==> src/rtl/ped_pkg.sv <==
// ped_pkg: shared definitions for the pedestrian request block.
//   ped_state_e      : 3-bit FSM state encodings (also visible on Estado)
//   *_CYCLES_DEF     : default timing parameters
//   TMR_W / CNT_W    : walk/flash timer and debounce counter widths
package ped_pkg;

    typedef enum logic [2:0] {
        ST_IDLE     = 3'd0,
        ST_DEBOUNCE = 3'd1,
        ST_WAIT     = 3'd2,
        ST_WALK     = 3'd3,
        ST_FLASH    = 3'd4
    } ped_state_e;

    localparam int unsigned DEB_CYCLES_DEF   = 4;
    localparam int unsigned WALK_CYCLES_DEF  = 8;
    localparam int unsigned FLASH_CYCLES_DEF = 4;

    localparam int unsigned TMR_W = 8;
    localparam int unsigned CNT_W = 4;

endpackage

==> src/rtl/pedestrian_request_sincronizador.sv <==
// sincronizador: two-flop synchronizer for an asynchronous level input.
//   clk : sampling clock
//   rst : asynchronous active-low reset, both flops clear to 0
//   d   : asynchronous input
//   q   : synchronized output (two clk edges of latency)
module sincronizador (
    input  logic clk,
    input  logic rst,
    input  logic d,
    output logic q
);

    logic meta;

    always_ff @(posedge clk or negedge rst) begin
        if (!rst) begin
            meta <= 1'b0;
            q    <= 1'b0;
        end else begin
            meta <= d;
            q    <= meta;
        end
    end

endmodule

==> src/rtl/pedestrian_request.sv <==
// pedestrian_request: push-button pedestrian crossing request FSM.
//   clk           : clock, all state changes on rising edge
//   rst           : asynchronous active-low reset
//   Boton         : raw push-button (async, may bounce)
//   Pasar_Persona : pedestrian-phase grant from the traffic-light controller
//   Solicitud     : crossing request to the controller
//   Caminar       : steady walk lamp
//   Alto          : don't-walk lamp (flashes during the FLASH phase)
//   Espera        : "request registered, wait" indicator
//   Estado        : raw state register, for debug
module pedestrian_request
    import ped_pkg::*;
#(
    parameter int unsigned DEB_CYCLES   = DEB_CYCLES_DEF,
    parameter int unsigned WALK_CYCLES  = WALK_CYCLES_DEF,
    parameter int unsigned FLASH_CYCLES = FLASH_CYCLES_DEF
) (
    input  logic       clk,
    input  logic       rst,
    input  logic       Boton,
    input  logic       Pasar_Persona,
    output logic       Solicitud,
    output logic       Caminar,
    output logic       Alto,
    output logic       Espera,
    output logic [2:0] Estado
);

    localparam logic [CNT_W-1:0] DEB_MAX    = CNT_W'(DEB_CYCLES);
    localparam logic [TMR_W-1:0] WALK_LOAD  = TMR_W'(WALK_CYCLES - 1);
    localparam logic [TMR_W-1:0] FLASH_LOAD = TMR_W'(FLASH_CYCLES - 1);

    logic             boton_s;
    logic [2:0]       state;
    logic [CNT_W-1:0] deb_cnt;
    logic [TMR_W-1:0] timer;
    logic             flash;

    sincronizador u_sync (
        .clk (clk),
        .rst (rst),
        .d   (Boton),
        .q   (boton_s)
    );

    // State held as a plain 3-bit vector so the unused codes 5..7 are
    // representable and fall back to IDLE through the default branch.
    always_ff @(posedge clk or negedge rst) begin
        if (!rst) begin
            state   <= ST_IDLE;
            deb_cnt <= '0;
            timer   <= '0;
            flash   <= 1'b0;
        end else begin
            case (state)
                ST_IDLE: begin
                    if (boton_s) begin
                        state   <= ST_DEBOUNCE;
                        deb_cnt <= CNT_W'(1);
                    end
                end
                ST_DEBOUNCE: begin
                    if (!boton_s)
                        state <= ST_IDLE;
                    else if (deb_cnt == DEB_MAX)
                        state <= ST_WAIT;
                    else
                        deb_cnt <= deb_cnt + 1'b1;
                end
                ST_WAIT: begin
                    // Button activity is irrelevant here; only the grant moves us on.
                    if (Pasar_Persona) begin
                        state <= ST_WALK;
                        timer <= WALK_LOAD;
                    end
                end
                ST_WALK: begin
                    if (timer == '0) begin
                        state <= ST_FLASH;
                        timer <= FLASH_LOAD;
                        flash <= 1'b0;
                    end else begin
                        timer <= timer - 1'b1;
                    end
                end
                ST_FLASH: begin
                    flash <= ~flash;
                    if (timer == '0)
                        state <= ST_IDLE;
                    else
                        timer <= timer - 1'b1;
                end
                default: state <= ST_IDLE;
            endcase
        end
    end

    always_comb begin
        Solicitud = 1'b0;
        Caminar   = 1'b0;
        Alto      = 1'b1;
        Espera    = 1'b0;
        case (state)
            ST_WAIT: begin
                Solicitud = 1'b1;
                Espera    = 1'b1;
            end
            ST_WALK: begin
                Caminar = 1'b1;
                Alto    = 1'b0;
            end
            ST_FLASH: Alto = flash;
            default: ;
        endcase
    end

    assign Estado = state;

endmodule

==> config.mk <==
export PLATFORM = sky130hd
export DESIGN_NAME = pedestrian_request
export DESIGN_NICKNAME = d
export VERILOG_FILES = /design/src/rtl/ped_pkg.sv /design/src/rtl/pedestrian_request_sincronizador.sv /design/src/rtl/pedestrian_request.sv
export SDC_FILE = /design/constraint.sdc
export NUM_CORES = 1
export LEC_CHECK = 0
export ABC_CLOCK_PERIOD_IN_PS = 3600
export CAP_MARGIN = 20
export CORE_UTILIZATION = 45
export DETAILED_ROUTE_END_ITERATION = 6
export DONT_BUFFER_PORTS = 1
export PLACE_DENSITY = 0.61
export REMOVE_ABC_BUFFERS = 1
export SLEW_MARGIN = 20
export SYNTH_ARGS = -nofsm -noshare
export SYNTH_HDL_FRONTEND = slang
export SYNTH_HIERARCHICAL = 1
export SYNTH_SLANG_ARGS = --single-unit
==> constraint.sdc <==
create_clock -name clk -period 3.6 [get_ports clk]
set_clock_uncertainty 0.1 [all_clocks]
set_input_delay 0.9 -clock clk [delete_from_list [all_inputs] [get_ports clk]]
set_output_delay 0.9 -clock clk [all_outputs]
set_load 0.05 [all_outputs]
# Word level (Yosys, flattened, before mapping)
# Cells that the tools add are included.
dict set report word_totals {
  regBits 18
  elab_cells 51
  in_bits 4
}
dict set report classes {
  bitwise 1
  n_addsub 2
  n_eq_ne 13
  reduce_logical 9
  n_mux 20
}
# cell n
set op_table {}
lappend op_table {{8-bit 2-to-1 mux} 3}
lappend op_table {{8-bit one-hot mux with 3 select lines} 1}
lappend op_table {{3-bit 2-to-1 mux} 6}
lappend op_table {{3-bit one-hot mux with 5 select lines} 1}
lappend op_table {{4-bit 2-to-1 mux} 3}
lappend op_table {{2-bit != test (second input constant)} 5}
lappend op_table {{8-bit logical NOT} 1}
lappend op_table {{4-bit one-hot mux with 2 select lines} 1}
lappend op_table {{8-bit by 1-bit subtractor with 8-bit output (second input constant)} 1}
lappend op_table {{3-bit by 2-bit equality test with 1-bit output (second input constant)} 2}
lappend op_table {{5-bit AND reduction} 1}
lappend op_table {{4-bit by 1-bit adder with 4-bit output (second input constant)} 1}
lappend op_table {{4-bit by 3-bit equality test with 1-bit output (second input constant)} 1}
lappend op_table {{2-bit by 1-bit != test with 1-bit output (second input constant)} 2}
lappend op_table {{1-bit one-hot mux with 2 select lines} 2}
lappend op_table {{4-bit AND reduction} 1}
lappend op_table {{2-bit nonzero test} 2}
lappend op_table {{3-bit by 1-bit equality test with 1-bit output (second input constant)} 1}
lappend op_table {{3-bit equality test (second input constant)} 1}
lappend op_table {{3-bit logical NOT} 1}
lappend op_table {{1-bit 2-to-1 mux} 3}
lappend op_table {{3-bit != test (second input constant)} 1}
lappend op_table {{3-bit AND reduction} 1}
lappend op_table {{3-bit nonzero test} 1}
lappend op_table {{other kinds (2)} 2}

# Depth between registers and ports, before layout
dict set report depth {
  ltp_word 4
  mapped_depth 7
}

# Modules after synthesis
# The synthesis kept the hierarchy.
# mod cells_each area_each_um2 n_inst
set by_module_without_submodules {}
lappend by_module_without_submodules {pedestrian_request 104 945.9 1}
lappend by_module_without_submodules {sincronizador 2 50.0 1}

# Worst setup path before layout
# No wires, ideal clock.
dict set report synth_timing {
  kind {reg-to-output}
  start {reg state[0] (netlist: Estado[0])}
  end {out Alto}
  n_path_buf 2
  path_slack_ns 0.498
  required_ns 2.600
  t_arrival_ns 2.102
  path_stages_with_launch 5
  path_cell_list {dfrtp_1 > clkbuf_1 > and3b_1 > clkbuf_1 > nor2_1}
}
dict set report synth_via {
  elab_chain_cells 2
}
# item line_no
set synth_lines {}
lappend synth_lines {{start: declaration} pedestrian_request.sv:34} ;# logic [2:0] state;
lappend synth_lines {{start signal: assignment} pedestrian_request.sv:50} ;# state <= ST_IDLE;
lappend synth_lines {{start signal: assignment} pedestrian_request.sv:58} ;# state <= ST_DEBOUNCE;
lappend synth_lines {{start signal: assignment} pedestrian_request.sv:64} ;# state <= ST_IDLE;
lappend synth_lines {{3-bit equality test or 3-bit by 2-bit equality test with 1-bit output (tied branches)} pedestrian_request.sv:103} ;# case (state)
lappend synth_lines {{1-bit one-hot mux with 2 select lines *} pedestrian_request.sv:103}
lappend synth_lines {{end: declaration} pedestrian_request.sv:24} ;# output logic Alto,
# Mark *: on every way between the ends. The rest lies on a longest branch, timed or not.

# Worst setup path in the final report
# Same ends and word-level chain as after synthesis.

==> results_dict.tcl <==
set metrics [dict create \
    status "completed" \
    start_util 0.493 \
    syn_area_um2 996 \
    tightest_slew_ns 0.991 \
    ant_nets 0 \
    via_per_inst 5.50 \
    io_buffer_count 0 \
    setup_viol 0 \
    cpMaxStageDelayCell "dfrtp_1" \
    antenna_found_initial 0 \
    final_util 0.534 \
    wire_per_inst_um 14.0 \
    grt_overflow_total 0 \
    fillCellCount 195 \
    leakagePower_nw 0.484 \
    rrSetupSlack_ns 1.22 \
    cts_max_path_buffers 2 \
    maxCapViolCount 0 \
    synthToLayoutAreaGrowth_pct 8.42 \
    power_density_mw_per_mm2 729 \
    synth_cell_types 35 \
    cp_top_family "flip-flops" \
    synth_ff_type "dfrtp_1" \
    final_nets 119 \
    grt.total_usage 0.186 \
    path_clk_slew_ns 0.10 \
    cp.required_ns 2.60 \
    path_buf_inv 2 \
    yosysTopAreaCell "dfrtp_1" \
    post_cts_buffers 0 \
    drt-pass1-iter-count 6 \
    core_area_mm2 0.00202 \
    cts_buffers 3 \
    place_hpwl_um 1430 \
    cp_slowest_stage_delay_ns 0.83 \
    start_kind "flip-flop" \
    fin_crit_ns 2.85 \
    synth-edff-count 0 \
    grt_pass1_wl_um 3310 \
    drv_slew 0 \
    netlist_top_cells_area "dfrtp_1, ha_1, nand2_1" \
    io_pins 11 \
    rsz0062_at_grt "no" \
    place_inst 133 \
    vdd_drop_max_mv 0.332 \
    synth_top_family_by_area "simple AND/OR/NAND/NOR gates" \
    crit_type "reg2out" \
    syn_inst 106 \
    num_vias 754 \
    setup_tns_ns 0 \
    max_freq_mhz 351 \
    die_h_um 49.0 \
    layout-drive-gt1-share 0.109 \
    hold_viol_final 0 \
    placementRows 16 \
    endpoint_kind "primary output" \
    root_buffer "clkbuf_4" \
    grt_pass1_vias 684 \
    drt_iter0_drc 13 \
    syn_area_per_cell_um2 9.40 \
    routabilityCongestion 0.836 \
    ff2ff_path_depth 5 \
    finalCritPeriodShare 0.791 \
    cts.sinks 18 \
    synth_top_area_frac 0.452 \
    synth-simple-area-share 0.232 \
    power.total_mw 0.787 \
    arrival_ns 1.85 \
    wl_um 1920 \
    final_cells 137 \
    grt_max_degree 19 \
    drc 0 \
    reg2reg_from "Estado[1]$_DFFE_PN0P_" \
    synth_common_cells "dfrtp_1, nand2_1, nor2_1, a21oi_1, inv_1" \
    cts_htree_levels 1 \
    cp_max_fo 12 \
    dieWidth_um 49.0 \
    cts_tree "yes" \
    ys_warn_count 6 \
    hp-class "in2async" \
    cts_resized 0 \
    insertion_delay_ns 0.29 \
    die-area_mm2 0.00241 \
    postSynth.asyncResetShare 1.00 \
    r2r-end "deb_cnt[3]$_DFFE_PN0P_" \
    cp_common_cell "buf_4" \
    holdWs_ns 0.188 \
    relSlewSlack 0.330 \
    path_cells "and3b_1, buf_4, nor2_1, buf_4" \
    antennaDiodeCount 0 \
    synth_xor_area_frac 0.0528 \
    holdBufCountCts 0 \
    synth_fa_ha_area_frac 0.0503 \
    ys_seq_elements 18 \
    synthMuxAreaShare 0 \
    synth_seq_area_share 0.452 \
    synth.most_common_cell "dfrtp_1" \
    synth_compound_area_frac 0.175 \
]
area by class of cell:
class                           count  area (µm²)  area share
Inverter                            5        18.8      0.0174
Timing Repair Buffer                4        30.0      0.0278
Clock buffer                        4        36.3      0.0336
Sequential cell                    18         450       0.417
Multi-Input combinational cell     79         510       0.473
Tap cell                           27        33.8      0.0313
where the power goes:
part	internal [mW]	leakage (nW)	switching, mW
clock	0.0616	0.0210	0.0617
sequential	0.262	0.232	0.111
combinational	0.117	0.231	0.174
layout by cell type (no fill, tap or decap), types with 2 or more instances in the layout:
cell type,n
a21oi_1,8
dfrtp_1,18
nor2_1,10
ha_1,4
nor4_1,3
nand3_1,3
and3b_1,2
a31oi_1,2
nor3_1,3
clkbuf_4,3
xor2_1,2
and3_1,2
buf_4,4
nand2b_1,2
xnor2_1,4
inv_1,5
a32oi_1,2
nand2_1,12
o21ai_0,3
worst max path at each step:
stage / startpoint / to / slack [ns] / cells after the start
floorplan: Estado[2]$_DFFE_PN0P_ / Espera / 0.46 / 2
global placement: Estado[2]$_DFFE_PN0P_ / Alto / 1.09 / 4
detailed placement: Estado[0]$_DFFE_PN0P_ / Alto / 1.07 / 4
CTS: Estado[0]$_DFFE_PN0P_ / Alto / 0.74 / 4
global route: Estado[0]$_DFFE_PN0P_ / Alto / 0.64 / 4
finish: Estado[0]$_DFFE_PN0P_ / Alto / 0.75 / 4
sequential cells by signal, summed over array words and instances, names as in the netlist:
register	flops
Estado	3
deb_cnt	4
flash	1
timer	8
u_sync/meta	1
u_sync/q	1
metrics by stage:
stage	setup WS (ns)	area, µm²
6_report	0.752	1080
5_1_grt	0.636	1080
4_1_cts	0.742	1080
3_5_place_dp	1.07	1040
3_3_place_gp	1.09	1040
2_1_floorplan	0.459	977
metal layers:
layer  vias up  track usage  wire length (µm)
li1        386            -                 -
met1       344        0.275              1010
met2        20        0.250               796
met3         4       0.0436                83
met4         0       0.0980                34
met5         -            0                 0
cell families (layout without fill, tap and decap cells):
group / count (synthesis) / count (layout)
and+or+nand+nor: 45 / 45
adders and majority gates: 4 / 4
buffers and inverters: 9 / 13
AOI/OAI and AO/OA: 24 / 24
xor gates and xnor gates: 6 / 6
DFF: 18 / 18
Note: power is estimated with default switching activity, not from simulation.
